### config.mk
export PLATFORM = sky130hd
export DESIGN_NAME = vga_pixel_reader
export DESIGN_NICKNAME = d
export VERILOG_FILES = /design/src/rtl/vga_pkg.sv /design/src/rtl/vga_addr_calc.sv /design/src/rtl/vga_pixel_reader.sv
export SDC_FILE = /design/constraint.sdc
export NUM_CORES = 1
export LEC_CHECK = 0
export BUFFER_PORTS_ARGS = -buffer_cell sky130_fd_sc_hd__buf_4
export CORE_ASPECT_RATIO = 0.5
export CORE_UTILIZATION = 51
export CTS_BUF_LIST = sky130_fd_sc_hd__clkbuf_4 sky130_fd_sc_hd__clkbuf_8
export DETAILED_ROUTE_END_ITERATION = 12
export GPL_TIMING_DRIVEN = 0
export PLACE_DENSITY = 0.88
export SYNTH_ARGS = -nofsm -noshare
export SYNTH_HDL_FRONTEND = slang
export SYNTH_SLANG_ARGS = --single-unit
### constraint.sdc
create_clock -name clk -period 2.25 [get_ports clk]
set_input_delay 0.225 -clock clk [delete_from_list [all_inputs] [get_ports clk]]
set_output_delay 0.225 -clock clk [all_outputs]
set_load 0.01 [all_outputs]
### src/rtl/vga_pkg.sv
// Shared framebuffer constants and read-path state encoding, used by both
// the pixel reader and the plot path so the two agree on layout.
package vga_pkg;

  localparam int H_RES_DEF = 160;
  localparam int V_RES_DEF = 120;
  localparam int COL_W_DEF = 3;

  // Bit positions inside the CPU-facing status word
  localparam int ST_VALID = 7;
  localparam int ST_ERR   = 6;

  typedef enum logic [2:0] {
    IDLE  = 3'd0,
    CHECK = 3'd1,
    ISSUE = 3'd2,
    WAIT  = 3'd3,
    DONE  = 3'd4
  } rd_state_e;

endpackage

### src/rtl/vga_addr_calc.sv
// Combinational (x,y) -> linear framebuffer address plus in-range flag.
// Row-major layout: addr = y * H_RES + x.
module vga_addr_calc
  import vga_pkg::*;
#(
  parameter int H_RES  = H_RES_DEF,
  parameter int V_RES  = V_RES_DEF,
  parameter int ADDR_W = 15
) (
  input  logic [7:0]        x,
  input  logic [6:0]        y,
  output logic [ADDR_W-1:0] addr,
  output logic              in_range
);

  logic [ADDR_W-1:0] x_ext;
  logic [ADDR_W-1:0] y_ext;

  assign x_ext    = ADDR_W'(x);
  assign y_ext    = ADDR_W'(y);
  assign in_range = (32'(x) < H_RES) && (32'(y) < V_RES);

  // 160 = 128 + 32, so the default width needs only two shifts and an add
  generate
    if (H_RES == 160) begin : g_shift
      assign addr = (y_ext << 7) + (y_ext << 5) + x_ext;
    end else begin : g_mul
      assign addr = (y_ext * ADDR_W'(H_RES)) + x_ext;
    end
  endgenerate

endmodule

### src/rtl/vga_pixel_reader.sv
// CPU read-back of a single framebuffer pixel: edge-triggered request,
// bounds check, one read strobe, latency-aware capture, status word out.
module vga_pixel_reader
  import vga_pkg::*;
#(
  parameter int H_RES  = H_RES_DEF,
  parameter int V_RES  = V_RES_DEF,
  parameter int ADDR_W = 15,
  parameter int COL_W  = COL_W_DEF,
  parameter int RD_LAT = 1
) (
  input  logic              clk,
  input  logic              reset,
  input  logic [7:0]        x,
  input  logic [6:0]        y,
  input  logic              rd_req,
  output logic [ADDR_W-1:0] fb_addr,
  output logic              fb_rd,
  input  logic [COL_W-1:0]  fb_data,
  output logic [7:0]        status,
  output logic              busy
);

  rd_state_e         state_q;
  logic              req_q;
  logic [7:0]        x_q;
  logic [6:0]        y_q;
  logic [ADDR_W-1:0] fb_addr_q;
  logic              fb_rd_q;
  logic [7:0]        status_q;
  logic              busy_q;
  logic [1:0]        cnt_q;
  logic [COL_W-1:0]  colour_q;
  logic              err_q;

  logic              start;
  logic [ADDR_W-1:0] calc_addr;
  logic              calc_ok;
  logic [7:0]        status_d;

  assign start = rd_req && !req_q;

  vga_addr_calc #(
    .H_RES  (H_RES),
    .V_RES  (V_RES),
    .ADDR_W (ADDR_W)
  ) u_addr_calc (
    .x        (x_q),
    .y        (y_q),
    .addr     (calc_addr),
    .in_range (calc_ok)
  );

  always_comb begin
    status_d                = '0;
    status_d[ST_VALID]      = 1'b1;
    status_d[ST_ERR]        = err_q;
    status_d[COL_W-1:0]     = colour_q;
  end

  always_ff @(posedge clk or negedge reset) begin
    if (!reset) begin
      state_q   <= IDLE;
      req_q     <= 1'b0;
      x_q       <= '0;
      y_q       <= '0;
      fb_addr_q <= '0;
      fb_rd_q   <= 1'b0;
      status_q  <= '0;
      busy_q    <= 1'b0;
      cnt_q     <= '0;
      colour_q  <= '0;
      err_q     <= 1'b0;
    end else begin
      // Edge tracking runs in every state so a held level never retriggers
      req_q   <= rd_req;
      fb_rd_q <= 1'b0;
      case (state_q)
        IDLE: begin
          if (start) begin
            x_q                <= x;
            y_q                <= y;
            status_q[ST_VALID] <= 1'b0;
            busy_q             <= 1'b1;
            state_q            <= CHECK;
          end
        end
        CHECK: begin
          if (calc_ok) begin
            fb_addr_q <= calc_addr;
            fb_rd_q   <= 1'b1;
            state_q   <= ISSUE;
          end else begin
            err_q    <= 1'b1;
            colour_q <= '0;
            state_q  <= DONE;
          end
        end
        ISSUE: begin
          cnt_q   <= 2'(RD_LAT - 1);
          state_q <= WAIT;
        end
        WAIT: begin
          if (cnt_q == 2'd0) begin
            colour_q <= fb_data;
            err_q    <= 1'b0;
            state_q  <= DONE;
          end else begin
            cnt_q <= cnt_q - 2'd1;
          end
        end
        DONE: begin
          status_q <= status_d;
          busy_q   <= 1'b0;
          state_q  <= IDLE;
        end
        default: state_q <= IDLE;
      endcase
    end
  end

  assign fb_addr = fb_addr_q;
  assign fb_rd   = fb_rd_q;
  assign status  = status_q;
  assign busy    = busy_q;

endmodule

-- Yosys cells after proc, flatten, opt, wreduce, memory -nomap -nowiden
Index checks and enable logic that the tools add are counted.
- equal/unequal tests: 8
- magnitude comparators: 2
- reduce and logical (&&, ||, !) cells: 14
- add/sub/neg operators: 3
- multiplexer cells: 18
- operators with widths (operator ; number):
    14-bit by 12-bit adder with 15-bit output ; 1
    15-bit by 8-bit adder with 15-bit output ; 1
    3-bit 2-to-1 mux ; 5
    3-bit one-hot mux with 4 select lines ; 1
    2-bit AND reduction ; 5
    8-bit < comparator, second input constant ; 1
    2-bit inequality test, second input constant ; 4
    7-bit < comparator, second input constant ; 1
    3-bit by 2-bit == test with 1-bit output, second input constant ; 2
    1-bit 2-to-1 mux ; 6
    1-bit one-hot mux with 2 select lines ; 3
    3-bit one-hot mux with 2 select lines ; 1
    2-bit nonzero test ; 3
    2-bit one-hot mux with 2 select lines ; 1
    3-bit by 1-bit == test with 1-bit output, second input constant ; 1
    3-bit == test, second input constant ; 1
    3-bit logical NOT ; 1
    3-bit AND reduction ; 1
    1-bit logical AND ; 2
    2-bit logical NOT ; 1
    2-bit 2-to-1 mux ; 1
    2-bit by 1-bit subtractor with 2-bit output, second input constant ; 1
    1-bit logical NOT ; 1
- output and inout port bits: 25
- input port bits: 21
- register bits after elaboration: 47

-- Depth between registers and ports, before layout
Gate-level depths: netlist of the first run.
- word-level depth: 4
- gate-level depth with buffers: 8
- gate-level depth less buffers: 8

-- Hierarchy
Synthesis of the first run repeated with hierarchy kept, for this count alone.
- cells, all modules: 196
- area, all modules: 2408.6 sq um
- by module, submodules not included (module ; sequential area each (sq um) ; area each (sq um) ; instances ; cells each):
    vga_pixel_reader ; 1176.1 ; 1921.8 ; 1 ; 135
    vga_addr_calc ; 0.0 ; 486.7 ; 1 ; 61

-- Least setup slack after synthesis of the first run
Ideal clock, no wire load.
- path type: register to register
- start point: reg y_q[0]
- end point: reg fb_addr_q[14] (netlist: fb_addr[14])
- stages on the path, launching flop included: 9
- slack: -0.132 ns
- buffers on the path: 0
- arrival time: 2.258 ns
- setup time: 0.124 ns
- clock period less this slack: 2.382 ns
- required time: 2.126 ns
- path through: dfrtp_1 -> inv_1 -> fa_1 -> inv_1 -> fa_1 -> a211oi_1 -> o21ai_0 -> and3_1 -> o31a_1
- longest elaborated chain between the ends: 3
- elaborated cells on any way between the ends: 5
- classes of those cells: add/sub: 2; order compare: 1; reduce/logical: 2
- RTL lines (what ; line ; text):
    start, declared ; vga_pixel_reader.sv:27 ; logic [6:0] y_q;
    start signal, assigned ; vga_pixel_reader.sv:82 ; y_q <= y;
    parallel branches: the longest is 3 deep, another holds 14-bit by 12-bit adder with 15-bit output ; n/a ;
    end signal, assigned ; vga_pixel_reader.sv:90 ; fb_addr_q <= calc_addr;
    end, declared ; vga_pixel_reader.sv:28 ; logic [ADDR_W-1:0] fb_addr_q;
Several ways; the timed one is not identified.
A chain may end at the register's enable or synchronous reset.

-- Worst setup path after layout of the first run
- start point: reg x_q[7]
- end point: reg fb_addr_q[14] (netlist: fb_addr[14])
- longest elaborated chain between the ends: 3
- elaborated cells on any way between the ends: 4
- classes of those cells: add/sub: 1; order compare: 1; reduce/logical: 2
- RTL lines (what ; line ; text):
    start, declared ; vga_pixel_reader.sv:26 ; logic [7:0] x_q;
    start signal, assigned ; vga_pixel_reader.sv:65 ; x_q <= '0;
    start signal, assigned ; vga_pixel_reader.sv:81 ; x_q <= x;
    8-bit < comparator ; vga_addr_calc.sv:21 ; assign in_range = (32'(x) < H_RES) && (32'(y) < V_RES);
    1-bit logical AND ; vga_addr_calc.sv:21 ;
    2-bit AND reduction (no source line) ; n/a ;
Parallel ways exist; a longest one is shown, timed or not.

==> results of run 1 <==
[worst max-delay path by stage]
stage	from	endpoint	slack [ps]	depth (start not counted)
after CTS	x_q[7]	fb_addr[14]	-70	8
after global placement	y_q[0]	fb_addr[14]	-70	8
after floorplan	y_q[0]	fb_addr[14]	40	8
final	x_q[7]	fb_addr[14]	-90	8
after global routing	x_q[7]	fb_addr[14]	-170	8
after detailed placement	y_q[0]	fb_addr[14]	-120	8
[repair_timing]
action,4_1_cts,5_1_grt
hold endpoints to repair,47,0
endpoints found under the setup margin,3,3
setup buffers,4,2
gates resized for setup,5,4
pin swaps,5,6
hold buffers,1,0
[stage by stage]
| stage | worst slack, ps | total power (uW) | TNS (ps) |
|---|---|---|---|
| 2_1_floorplan | 35.5 | 3030 | 0 |
| 3_3_place_gp | -66.7 | 3590 | -78.4 |
| 3_5_place_dp | -118 | 3730 | -263 |
| 4_1_cts | -66.4 | 4490 | -93.6 |
| 5_1_grt | -167 | 4960 | -567 |
| 6_report | -88.6 | 4590 | -150 |
[critical path, cell delays in order (launching register included)]
cell and delay, ps:
dfrtp_1 380, inv_2 60, fa_1 550, inv_2 50, fa_2 420, a211oi_4 240
o21ai_2 90, and3_4 200, o31a_1 240
[flip-flops by register name, summed over array words and instances (netlist names)]
signal	flops
y_q	7
busy	1
err_q	1
x_q	8
status	5
fb_addr	15
req_q	1
colour_q	3
state_q	3
cnt_q	2
fb_rd	1
[power by group]
part           switching [uW]  internal, uW
Clock                     295           331
Sequential                278          1210
Combinational            1270          1210
[cell type report]
class                           instances  area share
Sequential cell                        47       0.404
Clock inverter                          3      0.0151
Buffer                                 10      0.0241
Tap cell                               54      0.0232
Multi-Input combinational cell        146       0.366
Timing Repair Buffer                   49       0.127
Inverter                               13      0.0168
Clock buffer                            5      0.0237
[layer usage]
| metal | wire, um | part of all wire | up-vias | track usage |
|---|---|---|---|---|
| met2 | 2360 | 0.49 | 50 | 0.369 |
| met1 | 2130 | 0.44 | 848 | 0.276 |
| met5 | 0 | 0 | - | 0 |
| met3 | 252 | 0.052 | 13 | 0.0539 |
| met4 | 102 | 0.021 | 0 | 0.0833 |
| li1 | - | - | 844 | - |
[synthesized netlist by cell type, drive strengths merged (2+ instances only)]
master	count
dfrtp	47
nand2	40
mux2	17
o21ai	15
ha	14
inv	13
a21oi	8
buf	8
nor2	8
a21o	4
nand2b	4
a211oi	3
and3	3
nand3	3
nand4	3
o31ai	3
clkbuf	2
fa	2
nor3	2
o211ai	2
o21a	2
[kinds of logic (layout without fill, tap and decap cells)]
family	count (synthesis)	in the layout	synth area share
AOI/OAI and AO/OA	40	40	0.116
xor gates and xnor gates	2	2	0.00755
adders and majority gates	16	16	0.0928
buffers and inverters	23	80	0.0512
DFF	47	47	0.507
muxes	17	17	0.0841
other	1	3	0.00162
and+or+nand+nor	68	68	0.140
[cells in the final DEF, fill, tap and decap left out, types with 2 or more instances in the layout]
| cell | netlist | routed |
|---|---|---|
| nand2b_1 | 3 | 3 |
| conb_1 | 1 | 3 |
| buf_2 | 2 | 2 |
| buf_4 | 4 | 52 |
| a21oi_1 | 8 | 8 |
| clkbuf_1 | 2 | 2 |
| nor3_1 | 2 | 2 |
| inv_2 | 1 | 5 |
| o211ai_1 | 2 | 2 |
| mux2_2 | 16 | 16 |
| o31ai_2 | 3 | 3 |
| nand2_1 | 40 | 40 |
| inv_1 | 12 | 8 |
| o21a_1 | 2 | 2 |
| o21ai_0 | 15 | 14 |
| clkbuf_8 | 0 | 5 |
| nand3_1 | 3 | 3 |
| nand4_1 | 3 | 3 |
| nor2_1 | 8 | 8 |
| and3_1 | 3 | 2 |
| buf_6 | 2 | 2 |
| ha_1 | 14 | 13 |
| a21o_1 | 4 | 4 |
| dfrtp_1 | 47 | 47 |
==> results.md, run 1 <==
- Status: complete, but fails checks
- Failing checks: setup timing
- Max-slew violation count: 0
- R2R Setup Slk: -90 ps
- Vias in the first global route: 1766
- Die width: 97.4 um
- Final period util: 1.04
- RR Startpoint: x_q[7]
- Hpwl dp: between 3000 and 4000 um
- GPL Wtd Cong: roughly 0.87
- Fin. Hold Viols: 0
- Post-Syn Area: roughly 2300 um^2
- Area used by multi-input combinational logic: between 1000 and 1500 um^2
- Top FF cell, synth: dfrtp_1
- Hold Startpoint: rd_req
- Setup violators final: 3
- # fillers: approximately 290
- Worst hold stages: 1
- Fmax: about 430 MHz
- Inst Count DP: ~310
- N_diodes: 0
- Core Footprint: ~4100 um^2
- Area contributors post-synth: dfrtp_1 (51%), mux2_2 (7.8%), ha_1 (7.6%), nand2_1 (6.5%), o21ai_0 (3.2%)
- Static leakage: roughly 0.0015 uW
- Pre-Repair DR Iteration Count: 4
- Final clock skew: approximately 6.5 ps
- DRT Wirelength: between 4000 and 5000 um
- Worst VDD drop: 0.000869 V
- Die Y: 49.7 um
- Nets: 309
- Setup WS post-layout: -88.6 ps
- Crit start category: flop
- Yosys cell types: 37
- Die area: approximately 4800 um^2
- Worst hold slack: ~36 ps
- Rows: 16
- CTS max path bufs: 2
- Synth Register Bits: 47
- PD cells: around 1600 nW/um^2
- Via count: 1755
- H-tree levels: 2
- Syn Area/Cell: between 10 and 15 um^2
- TritonCTS clock tree: built
- Synth top area share: 0.507
- Clock buffer count from CTS: 5
- Sequential share of the synthesized area: 0.507
- Worst EP arrival: ~2500 ps
- Least-Margin Pin Slew: approximately 650 ps
- Initial Utilization: 0.563
- Hold EP: req_q
- Register area: roughly 1200 um^2
- Unrepaired setup endpoints after global routing: true
- DRT iter0 DRCs: 86
- Placed Area: roughly 2700 um^2
- Root Buffer: clkbuf_8
- Routed len/inst: ~15 um
- FF-to-FF End: fb_addr[14]
- Final Cell Area: roughly 2900 um^2
- Final Util: 0.705
- Layout cells sized above 1: 0.366
- Initial antenna violation count: 0
- Warning count from the yosys run: 0
- Total congestion overflow: 0
- Gate Count Post-Synth: 214
- Reg clk slew, reported paths: about 90 ps
- Max-cap violations: 0
- CP Max Fanout: 2
- Global-route wire length before repair: 8140 um
- Slew margin rel.: 0.561
- Avg Vias per Cell: 5.37
- CP endpoint kind: flop
- Worst Path Required: between 2000 and 2500 ps
- WS Path Type: reg -> reg
- Final min period: roughly 2300 ps
- Total GRT Usage: 0.219
- Finished Layout Cells: between 300 and 400
- Largest net degree at the start of global routing: 48
- Layout area overhead: 25.4%
- IO Pins: between 40 and 50
- Ys async rst share: 1.00
- Residual DRC: 0
- Worst min path class: in -> reg
- Yosys top cell by area: dfrtp_1
- EDFF count, synth: 0
- Worst skew pair latency: around 300 ps
- Worst Reg-to-Reg Cells: 8
- Post-DRT Antenna Nets: 0
- CTS Sinks: 47
- # port buffers: between 40 and 50
No activity file was read; power rests on OpenSTA's default activity.
==> run 2, diff against run 1 <==
--- a/config.mk
+++ b/config.mk
@@ -11,7 +11,7 @@
 export CTS_BUF_LIST = sky130_fd_sc_hd__clkbuf_4 sky130_fd_sc_hd__clkbuf_8
 export DETAILED_ROUTE_END_ITERATION = 12
 export GPL_TIMING_DRIVEN = 0
-export PLACE_DENSITY = 0.88
+export PLACE_DENSITY = 0.89
 export SYNTH_ARGS = -nofsm -noshare
 export SYNTH_HDL_FRONTEND = slang
 export SYNTH_SLANG_ARGS = --single-unit
==> run 2 against run 1 <==
Effect of this change: the run still ends with setup timing left; hold slack worse by 2.0 ps; utilization up 0.24 points; combinational power up 12%; clock skew up 4.1 ps; global-route usage down 0.19 points; sequential cell count unchanged; die area unchanged; critical endpoint unchanged.
==> results.md, run 2 (synthesized netlist as in run 1, its figures left out) <==
- RR Startpoint: y_q[2]
- Worst min path class: in -> reg
- Static leakage: 0.00144 uW (-0.67%)
- Setup_tns: -111 ps (+38.3 ps)
- Initial Utilization: 0.563 (unchanged)
- R2R Setup Slk: -90 ps (about the same)
- Routed len/inst: 15.5 um (+4.4%)
- Via count: 1747 (-0.46%)
- Worst Reg-to-Reg Cells: 8 (unchanged)
- GPL Wtd Cong: 0.837 (-3.5%)
- CTS max path bufs: 2 (unchanged)
- Worst Path Required: 2440 ps (about the same)
- TritonCTS clock tree: built
- Initial antenna violation count: 0 (unchanged)
- Max-slew violation count: 0 (unchanged)
- Final Util: 0.708 (+0.00243)
- Worst skew pair latency: 310 ps (about the same)
- Met3 WL: 295 um (+17%)
- Setup WS post-layout: -93.5 ps (-4.95 ps)
- Final clock skew: 10.6 ps (+4.10 ps)
- Layout area overhead: 25.8%
- FF-to-FF End: fb_addr[14]
- Die area: 4840 um^2 (unchanged)
- WS Path Type: reg -> reg
- PD cells: 1640 nW/um^2 (+4.0%)
- H-tree levels: 2 (unchanged)
- Root Buffer: clkbuf_8
- IO Pins: 46 (unchanged)
- Slew margin rel.: 0.510 (-0.0515)
- CTS Sinks: 47 (unchanged)
- Crit start category: flop
- Worst hold stages: 1 (unchanged)
- CP Max Fanout: 2 (unchanged)
- Hold EP: req_q
- Global-route wire length before repair: 8140 um (about the same)
- # fillers: 280 (-4.4%)
- Hpwl dp: 3420 um (+0.49%)
- Residual DRC: 0 (unchanged)
- Unrepaired setup endpoints after global routing: true
- Fin. Hold Viols: 0 (unchanged)
- Hold Startpoint: rd_req
- Total GRT Usage: 0.217 (-0.00187)
- Max-cap violations: 0 (unchanged)
- Commonest non-fill, non-tap cells in the layout: buf_4 (52), dfrtp_1 (47), nand2_1 (40)
- Die Y: 49.7 um (unchanged)
- Worst VDD drop: 0.000895 V (+2.9%)
- Final period util: 1.04 (+0.00220)
- WL met1: 2200 um (+3.3%)
- Core Footprint: 4120 um^2 (unchanged)
- Final min period: 2340 ps (+4.95 ps)
- Rows: 16 (unchanged)
- CP endpoint kind: flop
- DRT Wirelength: 5060 um (+4.4%)
- Total congestion overflow: 0 (unchanged)
- Area used by multi-input combinational logic: 1090 um^2 (+2.7%)
- Avg Vias per Cell: 5.34 (-0.46%)
- Highest routed metal layer: met4
- Number of flip-flops in the largest register: 15 (unchanged)
- Clock buffer count from CTS: 5 (unchanged)
- N_diodes: 0 (unchanged)
- Most common cell after layout, fill and taps aside: buf_4
- Vias in the first global route: 1754 (-0.68%)
- Worst EP arrival: 2530 ps (about the same)
- Pre-CTS setup slack: -164 ps (-45.3 ps)
- Reg clk slew, reported paths: 90 ps (about the same)
- Pre-Repair DR Iteration Count: 4 (unchanged)
- Least-Margin Pin Slew: 730 ps (+76.7 ps)
- Register area: 1180 um^2 (unchanged)
- Failing checks: setup timing
- DRT iter0 DRCs: 78 (-9.3%)
- Fmax: 427 MHz (-0.21%)
- Layout cells sized above 1: 0.374 (+0.00733)
- Status: complete, but fails checks
- Setup violators final: 3 (unchanged)
- Die width: 97.4 um (unchanged)
- Nets: 309 (unchanged)
- Post-DRT Antenna Nets: 0 (unchanged)
- Total chip power: 4790 uW (+4.3%)
- # port buffers: 42 (unchanged)
- Wire length on met2: 2520 um (+6.7%)
- Largest net degree at the start of global routing: 48 (unchanged)
run 2: changes by cell type in the layout (fill, tap and decap cells not counted), sizes merged:
cell	delta
bufinv	-1
clkinvlp	+1
run 2: worst max path at each step:
stage	from	end	cells past startpoint
after floorplan	y_q[0]	fb_addr[14]	8
after global placement	y_q[0]	fb_addr[14]	8
after detailed placement	y_q[0]	fb_addr[14]	8
after CTS	y_q[0]	fb_addr[14]	8
after global routing	y_q[2]	fb_addr[14]	8
final	y_q[2]	fb_addr[14]	8
run 2: critical path, cell delays in order, from the launching register on:
cell      delay (ps)
dfrtp_1          390
inv_2             60
fa_1             560
inv_2             60
fa_2             370
a211oi_4         250
o21ai_2          110
and3_4           190
o31a_1           240
run 2: repair_timing:
action | 4_1_cts | 5_1_grt
cloned | 0 | 0
hold buffers | 1 | 0
hold endpoints to repair | 47 | 0
resized for setup | 4 | 9
setup endpoints to repair | 3 | 5
setup buffers | 4 | 2
pin swaps | 5 | 11
run 2: per-layer routing:
| layer | vias up | track usage |
|---|---|---|
| li1 | 839 | - |
| met2 | 51 | 0.374 |
| met3 | 7 | 0.0511 |
| met1 | 850 | 0.283 |
| met5 | - | 0 |
| met4 | 0 | 0.0441 |
run 2: layout make-up:
| type | count | area share |
|---|---|---|
| Buffer | 10 | 0.0240 |
| Clock buffer | 5 | 0.0236 |
| Clock inverter | 3 | 0.00857 |
| Inverter | 13 | 0.0167 |
| Multi-Input combinational cell | 146 | 0.374 |
| Sequential cell | 47 | 0.403 |
| Tap cell | 54 | 0.0231 |
| Timing Repair Buffer | 49 | 0.127 |
run 2: report_power, final:
part	leakage, uW	switching (uW)	total (uW)	internal [uW]
logic	0.000811	1420	2770	1350
clock network	0.0000443	306	529	223
registers	0.000589	280	1490	1210
total	0.00144	2010	4790	2780
run 2: per-stage QoR:
step	hold slack, ps	instances	cell area [um^2]
2_1_floorplan	-70.6	216	2330
3_3_place_gp	254	312	2720
3_5_place_dp	271	312	2720
4_1_cts	29.4	325	2860
5_1_grt	26.6	327	2920
6_report	34.2	327	2920
==> run 3, diff against run 2 <==
--- a/config.mk
+++ b/config.mk
@@ -7,11 +7,11 @@
 export LEC_CHECK = 0
 export BUFFER_PORTS_ARGS = -buffer_cell sky130_fd_sc_hd__buf_4
 export CORE_ASPECT_RATIO = 0.5
-export CORE_UTILIZATION = 51
+export CORE_UTILIZATION = 45
 export CTS_BUF_LIST = sky130_fd_sc_hd__clkbuf_4 sky130_fd_sc_hd__clkbuf_8
 export DETAILED_ROUTE_END_ITERATION = 12
 export GPL_TIMING_DRIVEN = 0
-export PLACE_DENSITY = 0.89
+export PLACE_DENSITY = 0.81
 export SYNTH_ARGS = -nofsm -noshare
 export SYNTH_HDL_FRONTEND = slang
 export SYNTH_SLANG_ARGS = --single-unit
==> run 3 against run 2 <==
Effect of this change: the flow still finishes with violations (setup timing); combinational power is 10% lower; hold slack better by 2.9 ps; first-iteration DRC count is 14% lower; fmax is 1.0% higher; final area is 0.30% higher; global-route usage is 3.8 points lower; non-clock buffer count is 1 lower; utilization is 11 points lower; register-to-register slack better by 20 ps; sequential power hardly changed; clock power is 18% higher; critical endpoint unchanged.
==> results.md, run 3 (synthesized netlist as in run 1, its figures left out) <==
- Hold Startpoint: rd_req
- Total congestion overflow: 0 (unchanged)
- Commonest non-fill, non-tap cells in the layout: buf_4 (51), dfrtp_1 (47), nand2_1 (40)
- Worst VDD drop: 0.000637 V (-29%)
- Die Y: 52.8 um (+6.2%)
- Setup_tns: -89.7 ps (+21.7 ps)
- RR Startpoint: x_q[7]
- Failing checks: setup timing
- Worst hold slack: 37.1 ps (+2.92 ps)
- Nets: 308 (-0.32%)
- IO Pins: 46 (unchanged)
- Post-DRT Antenna Nets: 0 (unchanged)
- Initial Utilization: 0.470 (-0.0922)
- DRT Wirelength: 4510 um (-11%)
- Residual DRC: 0 (unchanged)
- Layout cells sized above 1: 0.364 (-0.00966)
- CP Launch Point: x_q[7]
- Worst EP arrival: 2510 ps (-20 ps)
- Vias in the first global route: 1637 (-6.7%)
- N_diodes: 0 (unchanged)
- Routed len/inst: 13.2 um (-15%)
- Root Buffer: clkbuf_8
- Core Footprint: 4930 um^2 (+20%)
- Slew margin rel.: 0.552 (+0.0424)
- WS Path Type: reg -> reg
- # port buffers: 42 (unchanged)
- Least-Margin Pin Slew: 667 ps (-63.1 ps)
- CTS Sinks: 47 (unchanged)
- Worst Path Required: 2440 ps (about the same)
- Die width: 104 um (+6.3%)
- Worst min path class: in -> reg
- Die area: 5460 um^2 (+13%)
- CP endpoint kind: flop
- Total GRT Usage: 0.179 (-0.0381)
- Setup violators final: 2 (-1)
- Status: complete, but fails checks
- Reg clk slew, reported paths: 90 ps (about the same)
- Worst skew pair latency: 300 ps (about the same)
- Crit start category: flop
- DRT iter0 DRCs: 67 (-14%)
- Most common cell after layout, fill and taps aside: buf_4
- PD cells: 1570 nW/um^2 (-4.4%)
- Final min period: 2320 ps (-24.2 ps)
- Initial antenna violation count: 0 (unchanged)
- Layout area overhead: 26.2%
- Fin. Hold Viols: 0 (unchanged)
- Fmax: 431 MHz (+1.0%)
- Hpwl dp: 3230 um (-5.4%)
- Via count: 1718 (-1.7%)
- GPL Wtd Cong: 0.835 (-0.25%)
- Unrepaired setup endpoints after global routing: true
- Final clock skew: 5.94 ps (-4.68 ps)
- CTS max path bufs: 2 (unchanged)
- TritonCTS clock tree: built
- Final Util: 0.594 (-0.114)
- H-tree levels: 2 (unchanged)
- CP Max Fanout: 2 (unchanged)
- Pre-CTS setup slack: -91.5 ps (+72.2 ps)
- Max-cap violations: 0 (unchanged)
- # fillers: 427 (+53%)
- Global-route wire length before repair: 7510 um (-7.7%)
- Clock buffer count from CTS: 5 (unchanged)
- Rows: 18 (+2)
- Pre-Repair DR Iteration Count: 4 (unchanged)
- Largest net degree at the start of global routing: 48 (unchanged)
- Static leakage: 0.00145 uW (+0.63%)
- Max-slew violation count: 0 (unchanged)
- Avg Vias per Cell: 5.02 (-6.0%)
- Setup WS post-layout: -69.3 ps (+24.2 ps)
- Final period util: 1.03 (-0.0108)
- Number of flip-flops in the largest register: 15 (unchanged)
[run 3: changes by cell type in the layout (fill, tap and decap cells not counted), sizes merged]
cell      change
buf           -1
bufinv        +1
clkinvlp      -1
[run 3: metrics by stage]
| step | instance area [um^2] | total power, uW | instances |
|---|---|---|---|
| 5_1_grt | 2930 | 4980 | 342 |
| 6_report | 2930 | 4600 | 342 |
| 3_3_place_gp | 2740 | 3610 | 328 |
| 4_1_cts | 2900 | 4460 | 342 |
| 2_1_floorplan | 2330 | 3030 | 216 |
| 3_5_place_dp | 2740 | 3710 | 328 |
[run 3: layer usage]
layer / vias up / global-route usage / wire length, um
li1: 841 / - / -
met1: 849 / 0.223 / 2150
met2: 23 / 0.319 / 2190
met3: 5 / 0.0435 / 146
met4: 0 / 0.0435 / 27
met5: - / 0 / 0
[run 3: final timing paths]
| check | to | slack (ps) | cells after the start |
|---|---|---|---|
| worst max-delay path | fb_addr[14] | -70 | 8 |
| worst min-delay path | req_q | 40 | 1 |
| worst max register to register | fb_addr[14] | -70 | 8 |
| worst min register to register | fb_addr[2] | 470 | 2 |
| max in group asynchronous | x_q[2] | 1390 | 2 |
| min in group asynchronous | colour_q[2] | 450 | 2 |
[run 3: report_power, final]
group          leakage, uW  internal [uW]  total (uW)  switching, uW
logic             0.000807           1220        2490           1270
clock network    0.0000581            331         624            293
registers         0.000589           1210        1480            270
[run 3: repair_timing]
action / CTS / global route
pin swaps: 6 / 6
endpoints found under the hold margin: 47 / 0
setup buffers: 5 / 0
resized for setup: 4 / 5
hold buffers: 1 / 0
endpoints found under the setup margin: 3 / 4
cloned: 0 / 0
[run 3: layout make-up]
cell class / count / area, um^2 / area share
Clock inverter: 3 / 43.8 / 0.0150
Inverter: 13 / 48.8 / 0.0167
Sequential cell: 47 / 1180 / 0.402
Buffer: 10 / 70.1 / 0.0239
Tap cell: 70 / 87.6 / 0.0299
Timing Repair Buffer: 48 / 363 / 0.124
Clock buffer: 5 / 68.8 / 0.0235
Multi-Input combinational cell: 146 / 1070 / 0.365
[run 3: critical path, cell delays in order (launching register included)]
cell,delay (ps)
dfrtp_1,370
inv_2,50
fa_1,540
inv_2,50
fa_2,430
a211oi_4,250
o21ai_2,100
and3_4,190
o31a_1,220
